--- src/rtl/ins_prefetch_queue_pkg.sv ---
// cpu_defs: MIPS instruction field positions and default datapath widths
package cpu_defs;
    localparam int DEF_INS_W = 32;
    localparam int DEF_PC_W  = 32;
    localparam int OP_HI   = 31;
    localparam int OP_LO   = 26;
    localparam int RS_HI   = 25;
    localparam int RS_LO   = 21;
    localparam int RT_HI   = 20;
    localparam int RT_LO   = 16;
    localparam int RD_HI   = 15;
    localparam int RD_LO   = 11;
    localparam int SA_HI   = 10;
    localparam int SA_LO   = 6;
    localparam int IMM_HI  = 15;
    localparam int ADDR_HI = 25;
endpackage

--- src/rtl/ins_prefetch_queue_if.sv ---
// ins_prefetch_queue_if: fetch-side and consumer-side handshakes of the prefetch queue
interface ins_prefetch_queue_if import cpu_defs::*; #(
    parameter int INS_W = DEF_INS_W,
    parameter int PC_W  = DEF_PC_W,
    parameter int CNT_W = 3
);
    logic             flush;
    logic             in_valid;
    logic             in_ready;
    logic [INS_W-1:0] in_ins;
    logic [PC_W-1:0]  in_pc;
    logic             out_valid;
    logic             out_ready;
    logic [INS_W-1:0] out_ins;
    logic [PC_W-1:0]  out_pc;
    logic [5:0]       opCode;
    logic [4:0]       rs;
    logic [4:0]       rt;
    logic [4:0]       rd;
    logic [4:0]       sa;
    logic [15:0]      immediate;
    logic [25:0]      addr;
    logic [CNT_W-1:0] count;
    modport master (
        output flush, in_valid, in_ins, in_pc, out_ready,
        input  in_ready, out_valid, out_ins, out_pc, opCode, rs, rt, rd, sa, immediate, addr, count
    );
    modport slave (
        input  flush, in_valid, in_ins, in_pc, out_ready,
        output in_ready, out_valid, out_ins, out_pc, opCode, rs, rt, rd, sa, immediate, addr, count
    );
endinterface

--- src/rtl/ins_prefetch_queue_field_decode.sv ---
// ins_field_decode: combinational split of a 32-bit MIPS word into its fields
module ins_field_decode import cpu_defs::*; (
    input  logic [31:0] ins,
    output logic [5:0]  opCode,
    output logic [4:0]  rs,
    output logic [4:0]  rt,
    output logic [4:0]  rd,
    output logic [4:0]  sa,
    output logic [15:0] immediate,
    output logic [25:0] addr
);
    assign opCode    = ins[OP_HI:OP_LO];
    assign rs        = ins[RS_HI:RS_LO];
    assign rt        = ins[RT_HI:RT_LO];
    assign rd        = ins[RD_HI:RD_LO];
    assign sa        = ins[SA_HI:SA_LO];
    assign immediate = ins[IMM_HI:0];
    assign addr      = ins[ADDR_HI:0];
endmodule

--- src/rtl/ins_prefetch_queue.sv ---
// ins_prefetch_queue: circular buffer of fetched {ins, pc} entries with a pre-decoded head
module ins_prefetch_queue import cpu_defs::*; #(
    parameter int INS_W = DEF_INS_W,
    parameter int PC_W  = DEF_PC_W,
    parameter int DEPTH = 4,
    parameter int CNT_W = $clog2(DEPTH + 1)
) (
    input logic CLK,
    input logic Reset,
    ins_prefetch_queue_if.slave q
);
    localparam int PTR_W = $clog2(DEPTH);
    logic [INS_W-1:0] ins_mem [DEPTH];
    logic [PC_W-1:0]  pc_mem  [DEPTH];
    logic [PTR_W-1:0] wr_ptr, rd_ptr;
    logic [CNT_W-1:0] cnt;
    logic             push, pop;
    // in_ready deliberately ignores a concurrent pop: no bypass when full
    assign q.in_ready  = cnt != CNT_W'(DEPTH);
    assign q.out_valid = cnt != '0;
    assign q.count     = cnt;
    assign q.out_ins   = ins_mem[rd_ptr];
    assign q.out_pc    = pc_mem[rd_ptr];
    assign push = q.in_valid & q.in_ready;
    assign pop  = q.out_valid & q.out_ready;
    ins_field_decode u_dec (
        .ins       (ins_mem[rd_ptr]),
        .opCode    (q.opCode),
        .rs        (q.rs),
        .rt        (q.rt),
        .rd        (q.rd),
        .sa        (q.sa),
        .immediate (q.immediate),
        .addr      (q.addr)
    );
    always_ff @(posedge CLK) begin
        if (!Reset) begin
            wr_ptr <= '0;
            rd_ptr <= '0;
            cnt    <= '0;
            for (int i = 0; i < DEPTH; i++) begin
                ins_mem[i] <= '0;
                pc_mem[i]  <= '0;
            end
        end else if (q.flush) begin
            wr_ptr <= '0;
            rd_ptr <= '0;
            cnt    <= '0;
        end else begin
            if (push) begin
                ins_mem[wr_ptr] <= q.in_ins;
                pc_mem[wr_ptr]  <= q.in_pc;
                wr_ptr          <= wr_ptr + 1'b1;
            end
            if (pop) rd_ptr <= rd_ptr + 1'b1;
            cnt <= cnt + CNT_W'(push) - CNT_W'(pop);
        end
    end
endmodule

--- src/flat_wrapper.sv ---
// flat-port wrapper written by rule: the top's interface ports become plain ports
module ins_prefetch_queue_flat import cpu_defs::*;
#(
    parameter int INS_W = DEF_INS_W,
    parameter int PC_W  = DEF_PC_W,
    parameter int DEPTH = 4,
    parameter int CNT_W = $clog2(DEPTH + 1)
)
  (CLK, Reset, q_flush, q_in_valid, q_in_ins, q_in_pc, q_out_ready, q_in_ready, q_out_valid, q_out_ins, q_out_pc, q_opCode, q_rs, q_rt, q_rd, q_sa, q_immediate, q_addr, q_count);
  ins_prefetch_queue_if #(.INS_W(INS_W), .PC_W(PC_W), .CNT_W(CNT_W)) q_i ();
  input logic CLK;
  input logic Reset;
  input wire logic [$bits(q_i.flush)-1:0] q_flush;
  input wire logic [$bits(q_i.in_valid)-1:0] q_in_valid;
  input wire logic [$bits(q_i.in_ins)-1:0] q_in_ins;
  input wire logic [$bits(q_i.in_pc)-1:0] q_in_pc;
  input wire logic [$bits(q_i.out_ready)-1:0] q_out_ready;
  output wire logic [$bits(q_i.in_ready)-1:0] q_in_ready;
  output wire logic [$bits(q_i.out_valid)-1:0] q_out_valid;
  output wire logic [$bits(q_i.out_ins)-1:0] q_out_ins;
  output wire logic [$bits(q_i.out_pc)-1:0] q_out_pc;
  output wire logic [$bits(q_i.opCode)-1:0] q_opCode;
  output wire logic [$bits(q_i.rs)-1:0] q_rs;
  output wire logic [$bits(q_i.rt)-1:0] q_rt;
  output wire logic [$bits(q_i.rd)-1:0] q_rd;
  output wire logic [$bits(q_i.sa)-1:0] q_sa;
  output wire logic [$bits(q_i.immediate)-1:0] q_immediate;
  output wire logic [$bits(q_i.addr)-1:0] q_addr;
  output wire logic [$bits(q_i.count)-1:0] q_count;
  assign q_i.flush = q_flush;
  assign q_i.in_valid = q_in_valid;
  assign q_i.in_ins = q_in_ins;
  assign q_i.in_pc = q_in_pc;
  assign q_i.out_ready = q_out_ready;
  assign q_in_ready = q_i.in_ready;
  assign q_out_valid = q_i.out_valid;
  assign q_out_ins = q_i.out_ins;
  assign q_out_pc = q_i.out_pc;
  assign q_opCode = q_i.opCode;
  assign q_rs = q_i.rs;
  assign q_rt = q_i.rt;
  assign q_rd = q_i.rd;
  assign q_sa = q_i.sa;
  assign q_immediate = q_i.immediate;
  assign q_addr = q_i.addr;
  assign q_count = q_i.count;
  ins_prefetch_queue #(.INS_W(INS_W), .PC_W(PC_W), .DEPTH(DEPTH), .CNT_W(CNT_W)) u_core (.CLK(CLK), .Reset(Reset), .q(q_i));
endmodule
--- config.mk ---
export PLATFORM = sky130hd
export DESIGN_NAME = ins_prefetch_queue_flat
export DESIGN_NICKNAME = d
export VERILOG_FILES = /design/src/rtl/ins_prefetch_queue_pkg.sv /design/src/rtl/ins_prefetch_queue_if.sv /design/src/rtl/ins_prefetch_queue_field_decode.sv /design/src/rtl/ins_prefetch_queue.sv /design/src/flat_wrapper.sv
export SDC_FILE = /design/constraint.sdc
export NUM_CORES = 1
export LEC_CHECK = 0
export BUFFER_PORTS_ARGS = -buffer_cell sky130_fd_sc_hd__buf_2
export CORE_UTILIZATION = 55
export CTS_BUF_LIST = sky130_fd_sc_hd__clkbuf_4
export CTS_CLUSTER_SIZE = 30
export DETAILED_ROUTE_END_ITERATION = 10
export MAX_ROUTING_LAYER = met4
export PLACE_DENSITY = 0.76
export SYNTH_ARGS = -nofsm -noshare
export SYNTH_HDL_FRONTEND = slang
export SYNTH_SLANG_ARGS = --single-unit
--- constraint.sdc ---
create_clock -name CLK -period 12.6 [get_ports CLK]
set_input_delay 1.26 -clock CLK [delete_from_list [all_inputs] [get_ports CLK]]
set_output_delay 1.26 -clock CLK [all_outputs]
set_load 0.01 [all_outputs]
==> impl_metrics.json, run 1 <==
{
  "rsz0062_at_grt": "no",
  "clock_latency_ps": 650,
  "grt_pass1_wl_mm": 36.0,
  "wl_mm": 23.5,
  "grt_max_degree": 67,
  "p_per_area_nw_per_um2": 144,
  "grt_usage_pct": 22.6,
  "ant_nets": 0,
  "syn_to_final_growth_pct": 13.6,
  "maxSlewViolCount": 0,
  "path_cells": "buf_4 > mux4_2 > buf_2",
  "drt_pass1_iterations": 5,
  "synth.net_count": 808,
  "arrival_ps": 2930,
  "power.leakage_uw": 0.00539,
  "synth_cells": 736,
  "synth_top_cell_area_share_pct": 64.3,
  "setup_viol": 0,
  "num_vias": 6477,
  "path_clk_slew_ps": 70,
  "crit_slowest_cell": "buf_4",
  "layout.nets": 982,
  "slowest_delay_ps": 800,
  "grt_busiest_layer": "met2",
  "cp_num_cells": 3,
  "gp_congestion": 0.730,
  "drc": 0,
  "num_rows": 53,
  "vias_per_cell": 5.24,
  "hold_buffers": 0,
  "cts_max_level": 3,
  "die_area_um2": 22300,
  "reg2reg_setup_slack_ps": 9730,
  "synthTopCellsByArea": "edfxtp_1, and2_1, mux4_2",
  "layout-drive-gt1-share_pct": 41.1,
  "fin_cells": 1235,
  "synth.avg_cell_area_um2": 16.3,
  "die-height_um": 149,
  "ctsLongestPathBuffers": 3,
  "outcome": "complete, no violations",
  "fmax_mhz": 239,
  "yosysWarnings": 0,
  "cts_tree": "yes",
  "path_buf_inv": 2,
  "worstPathRequired_ps": 11340,
  "hpwl_mm": 12.4,
  "finalHoldViolCount": 0,
  "holdPathStages": 2,
  "boundaryPins": 206,
  "worst_path_dominant_cell_family": "buffers and inverters",
  "grt-ovfl-total": 0,
  "synth_largest_area_cell": "edfxtp_1",
  "die_w_um": 149,
  "worstSetupPathType": "flop to primary output",
  "coreArea_um2": 21200,
  "reg2reg_to": "u_core.pc_mem[1][22]$_SDFFCE_PN0P_",
  "worst_pin_slew_ps": 1050,
  "syn_area_um2": 12000,
  "finalCriticalPeriod_ps": 4190,
  "synth-edff-count": 256,
  "synth_flop_cell": "edfxtp_1",
  "met1_usage_pct": 27.9,
  "portBuffers": 205,
  "regToRegStartpoint": "u_core.q.count[1]$_SDFF_PP0_",
  "synthArstFlopShare_pct": 0,
  "cts_buffers": 69,
  "cap_violations": 0,
  "r2r_cells": 4,
  "avgRoutedWirePerCell_um": 19.0,
  "clockRootBuffer": "clkbuf_4",
  "cp_max_fo": 44,
  "cts_setup_buffers": 0,
  "fin_worst_skew_ps": 29.1,
  "place_inst": 1114,
  "ys_seq_elements": 265,
  "antenna_found_initial": 4,
  "cts.sinks": 265,
  "slew_headroom_pct": 29.8,
  "yosysUniqueCellTypes": 30,
  "cp-start-kind": "flop",
  "first_global_vias": 6853,
  "hold_class": "flop to flop",
  "mostFrequentLayoutCells": "and2_1, edfxtp_1, buf_2",
  "end_kind": "primary output",
  "drt_iter0_drc": 329,
  "cts_resized": 0,
  "layout_commonest_cell": "and2_1",
  "peakVddDrop_mv": 0.0865,
  "start_util_pct": 56.5,
  "setup_tns_ps": 0,
  "grt_util_met3_pct": 5.15,
  "period_share_pct": 33.3,
  "seq_area_frac_synth_pct": 65.8,
  "use_met2_pct": 36.8,
  "worstHoldStart": "u_core.rd_ptr[0]$_SDFFE_PP0P_"
}
[area by class of cell]
class / count / area [µm²]
multi-input cells: 356 / 3390
clock inverters: 16 / 114
flip-flops and latches: 265 / 7880
clock buffers: 101 / 758
diodes: 4 / 10.0
well taps: 275 / 344
fillers: 1571 / 7560
repair buffers: 212 / 1080
inverters: 6 / 22.5
[stage by stage]
stage | total power [µW] | setup slack, ps | hold slack [ps] | cell area [µm²] | utilization [%]
5_1_grt | 2050 | 8120 | 563 | 13600 | 64.2
2_1_floorplan | 1180 | 5940 | 485 | 12000 | -
3_5_place_dp | 1240 | 8620 | 528 | 12700 | 60.1
3_3_place_gp | 1240 | 8660 | 524 | 12700 | 60.1
4_1_cts | 1980 | 8220 | 522 | 13600 | 64.2
6_report | 1960 | 8410 | 536 | 13600 | 64.2
[cell families after synthesis]
| logic type | Yosys count | synth area share (%) |
|---|---|---|
| flops | 265 | 65.8 |
| compound gates | 5 | 0.314 |
| buf+inv | 115 | 6.40 |
| mux | 64 | 12.1 |
| simple gates | 280 | 14.8 |
| xor+xnor | 4 | 0.293 |
| fa+ha+maj | 3 | 0.377 |
[cells in the mapped netlist, drive strengths merged (2+ instances only)]
| library cell | count |
|---|---|
| inv | 6 |
| nand2 | 4 |
| and2 | 258 |
| ha | 2 |
| dfxtp | 9 |
| edfxtp | 256 |
| nand2b | 5 |
| nor4 | 2 |
| buf | 88 |
| nor2 | 5 |
| xnor2 | 3 |
| mux4 | 64 |
| clkbuf | 21 |
[how the worst max path moves through the flow]
stage                           from                                   to  slack [ps]
final                           flop                              q_sa[3]        8410
after global placement         Reset  u_core.ins_mem[0][15]$_SDFFCE_PN0P_        8660
after detailed placement       Reset   u_core.ins_mem[1][2]$_SDFFCE_PN0P_        8620
after global routing            flop                           q_addr[10]        8120
after CTS                       flop                           q_addr[10]        8220
after floorplan           q_in_valid       u_core.ins_mem[3][0]$_DFFE_PP_        5940
[flip-flops by register name (all words and copies together), names as in the netlist, named ones only]
name and count:
u_core.pc_mem 128, u_core.q.count 3, u_core.ins_mem 128, u_core.wr_ptr 2, u_core.rd_ptr 2
[layer usage]
layer	part of all wire, %	wire, µm	vias to the layer above
met5	0	0	-
met4	1.7	399	0
met3	7.7	1810	42
met2	51	11900	263
met1	40	9410	3168
li1	-	-	3004
[power by group]
group	internal [µW]	switching, µW	total [µW]
sequential	1010	16.8	1030
combinational	83.7	108	192
clock	407	331	738
total	1500	456	1960
[worst reg2reg max path: cells and delay by family (launching register included)]
family | cells | cell delay [ps]
simple gates | 3 | 1330
buf+inv | 1 | 590
flops | 1 | 500
Note: power is estimated with default switching activity, not from simulation.
==> run 2, diff against run 1 <==
--- a/config.mk
+++ b/config.mk
@@ -5,13 +5,14 @@
 export SDC_FILE = /design/constraint.sdc
 export NUM_CORES = 1
 export LEC_CHECK = 0
+export ABC_AREA = 1
 export BUFFER_PORTS_ARGS = -buffer_cell sky130_fd_sc_hd__buf_2
-export CORE_UTILIZATION = 55
+export CORE_UTILIZATION = 53
 export CTS_BUF_LIST = sky130_fd_sc_hd__clkbuf_4
 export CTS_CLUSTER_SIZE = 30
 export DETAILED_ROUTE_END_ITERATION = 10
 export MAX_ROUTING_LAYER = met4
-export PLACE_DENSITY = 0.76
+export PLACE_DENSITY = 0.77
 export SYNTH_ARGS = -nofsm -noshare
 export SYNTH_HDL_FRONTEND = slang
 export SYNTH_SLANG_ARGS = --single-unit
==> constraint.sdc (replaced) <==
create_clock -name CLK -period 3.6 [get_ports CLK]
set_input_delay 0.36 -clock CLK [delete_from_list [all_inputs] [get_ports CLK]]
set_output_delay 0.36 -clock CLK [all_outputs]
set_load 0.01 [all_outputs]
==> run 2 against run 1 <==
  * Utilization is 2.4 points lower
  * First-iteration DRC count is 110% higher
  * Global-route usage is 2.5 points higher
  * Synthesized cell count is 51% higher
  * Via count is 35% higher
  * Wire length is 22% higher
  * Cell area is 0.78% higher
  * Non-clock buffer count is 16 higher
  * Worst setup slack worse by 8100 ps
  * Highest routed layer unchanged
==> impl_metrics.json, run 2 <==
{
  "p_per_area_nw_per_um2": 512,
  "die_w_um": 153,
  "cts_max_level": 3,
  "cp_max_fo": 78,
  "synth-edff-count": 256,
  "layout_commonest_cell": "nor2_1",
  "drt_iter0_drc": 688,
  "mostFrequentLayoutCells": "nor2_1, edfxtp_1, buf_2",
  "hold_buffers": 6,
  "yosysWarnings": 0,
  "gp_congestion": 0.784,
  "switching_power_uw": 1810,
  "worstSetupPathType": "flop to primary output",
  "cp-start-kind": "flop",
  "path_clk_slew_ps": 70,
  "power.leakage_uw": 0.00580,
  "synthSimpleGateAreaFrac_pct": 15.6,
  "clock_latency_ps": 670,
  "path_cells": "buf_4 > o21ai_0 > o22ai_1 > buf_2",
  "setup_viol": 0,
  "p_seq_share_pct": 51.8,
  "drt_pass1_iterations": 6,
  "n_antenna_cell": 0,
  "antenna_found_initial": 0,
  "period_share_pct": 90.3,
  "cts_resized": 0,
  "layout.nets": 1339,
  "synth_top_cell_area_share_pct": 63.3,
  "layout-drive-gt1-share_pct": 30.6,
  "arrival_ps": 2890,
  "synth_compound_area_share_pct": 8.78,
  "r2r_cells": 2,
  "synth_cells": 1112,
  "slew_headroom_pct": 28.3,
  "power.share.clock_pct": 36.6,
  "p_int_uw": 5200,
  "synth_flop_cell": "edfxtp_1",
  "sw_frac_of_total_pct": 25.8,
  "num_rows": 54,
  "grt_max_degree": 99,
  "hold_class": "input pin to flop",
  "cts_tree": "yes",
  "rsz0062_at_grt": "no",
  "worst_path_dominant_cell_family": "buffers and inverters",
  "vias_per_cell": 5.48,
  "place_inst": 1470,
  "num-fill-cells": 1851,
  "cts.sinks": 265,
  "worstPathRequired_ps": 3240,
  "first_global_vias": 8545,
  "syn_area_um2": 12100,
  "synth_largest_area_cell": "edfxtp_1",
  "die_area_um2": 23500,
  "finalHoldViolCount": 0,
  "slowest_delay_ps": 690,
  "final-seq-area_um2": 7880,
  "synthXorXnorAreaFrac_pct": 0.0722,
  "holdPathStages": 3,
  "grt-ovfl-total": 0,
  "cts_buffers": 69,
  "start_util_pct": 54.8,
  "boundaryPins": 206,
  "cap_violations": 0,
  "fmax_mhz": 308,
  "synthAdderAreaFrac_pct": 0.371,
  "synthTopCellsByCount": "nor2_1, edfxtp_1, o21ai_0",
  "avgRoutedWirePerCell_um": 18.0,
  "coreArea_um2": 22200,
  "die-height_um": 153,
  "ys_seq_elements": 265,
  "finalCriticalPeriod_ps": 3250,
  "synth_top_family_by_area": "simple AND/OR/NAND/NOR gates",
  "num_vias": 8728,
  "fin_cells": 1592,
  "path_buf_inv": 2,
  "synth.net_count": 1184,
  "synth.avg_cell_area_um2": 10.9,
  "maxSlewViolCount": 0,
  "cp_num_cells": 4,
  "synth_most_common_cell": "nor2_1",
  "drc": 0,
  "peakVddDrop_mv": 0.238,
  "clockRootBuffer": "clkbuf_4",
  "worst_pin_slew_ps": 1080,
  "outcome": "complete, no violations",
  "hpwl_mm": 15.1,
  "wl_mm": 28.7,
  "cts_setup_buffers": 0,
  "muxShareOfSynthArea_pct": 0,
  "grt_usage_pct": 25.2,
  "setup_tns_ps": 0,
  "portBuffers": 205,
  "yosysUniqueCellTypes": 27,
  "syn_to_final_growth_pct": 12.9,
  "synthArstFlopShare_pct": 0,
  "total_power_uw": 7010,
  "grt_pass1_wl_mm": 44.2,
  "end_kind": "primary output",
  "multi_input_area_um2": 3050,
  "final_area_um2": 13700,
  "fin_worst_skew_ps": 21.7,
  "pwr-share-comb_pct": 11.7,
  "synthTopCellsByArea": "edfxtp_1, nor2_1, o21ai_0",
  "seq_area_frac_synth_pct": 64.8,
  "crit_slowest_cell": "dfxtp_4",
  "ant_nets": 0,
  "placed_cell_area_um2": 12800,
  "ctsLongestPathBuffers": 3
}
==> run 2: worst paths after layout <==
| check | end | startpoint | slack [ps] |
|---|---|---|---|
| worst max-delay path | q_addr[0] | flop | 350 |
| worst min-delay path | u_core.pc_mem[1][8]$_SDFFCE_PN0P_ | q_in_pc[8] | 50 |
| worst max register to register | u_core.pc_mem[1][25]$_SDFFCE_PN0P_ | u_core.wr_ptr[0]$_SDFFE_PP0N_ | 1210 |
| worst min register to register | u_core.wr_ptr[1]$_SDFFE_PP0N_ | u_core.wr_ptr[1]$_SDFFE_PP0N_ | 510 |
==> run 2: power groups by stage <==
stage | Combinational, µW | Sequential, µW | Clock (µW)
after global routing | 893 | 3640 | 2770
after global placement | 806 | 3680 | 0
after floorplan | 607 | 3660 | 0
final | 818 | 3630 | 2560
after detailed placement | 818 | 3690 | 0
after CTS | 826 | 3630 | 2610
==> run 2: cell type report <==
class,instances,share of cell area (%)
multi-input combinational,620,22.3
clock buffer,96,5.26
clock inverter,20,1.03
sequential,265,57.5
timing repair buffer,228,9.04
inverter,83,2.30
tap,280,2.56
==> run 2: worst min-delay path: cells and delay by family <==
kind          cells  cell delay [ps]
simple gates      1               90
buf+inv           2              140
==> run 2: logic make-up after synthesis <==
family / count (synthesis)
compound gates: 197
flops: 265
xor+xnor: 1
buf+inv: 227
fa+ha+maj: 3
simple gates: 419
==> run 2: metal layers <==
| layer | track usage (%) | routed length (µm) | up-vias |
|---|---|---|---|
| li1 | - | - | 4089 |
| met1 | 31.7 | 11600 | 4148 |
| met2 | 40.2 | 14100 | 432 |
| met3 | 4.31 | 2250 | 59 |
| met4 | 10.9 | 690 | 0 |
| met5 | - | 0 | - |
==> run 2: through the flow <==
step	hold slack [ps]	setup WS, ps	utilization, %
floorplan	468	546	-
global placement	484	997	57.6
detailed placement	493	1020	57.6
CTS	4.61	310	61.8
global route	27.9	94.9	61.8
finish	50.8	351	61.8
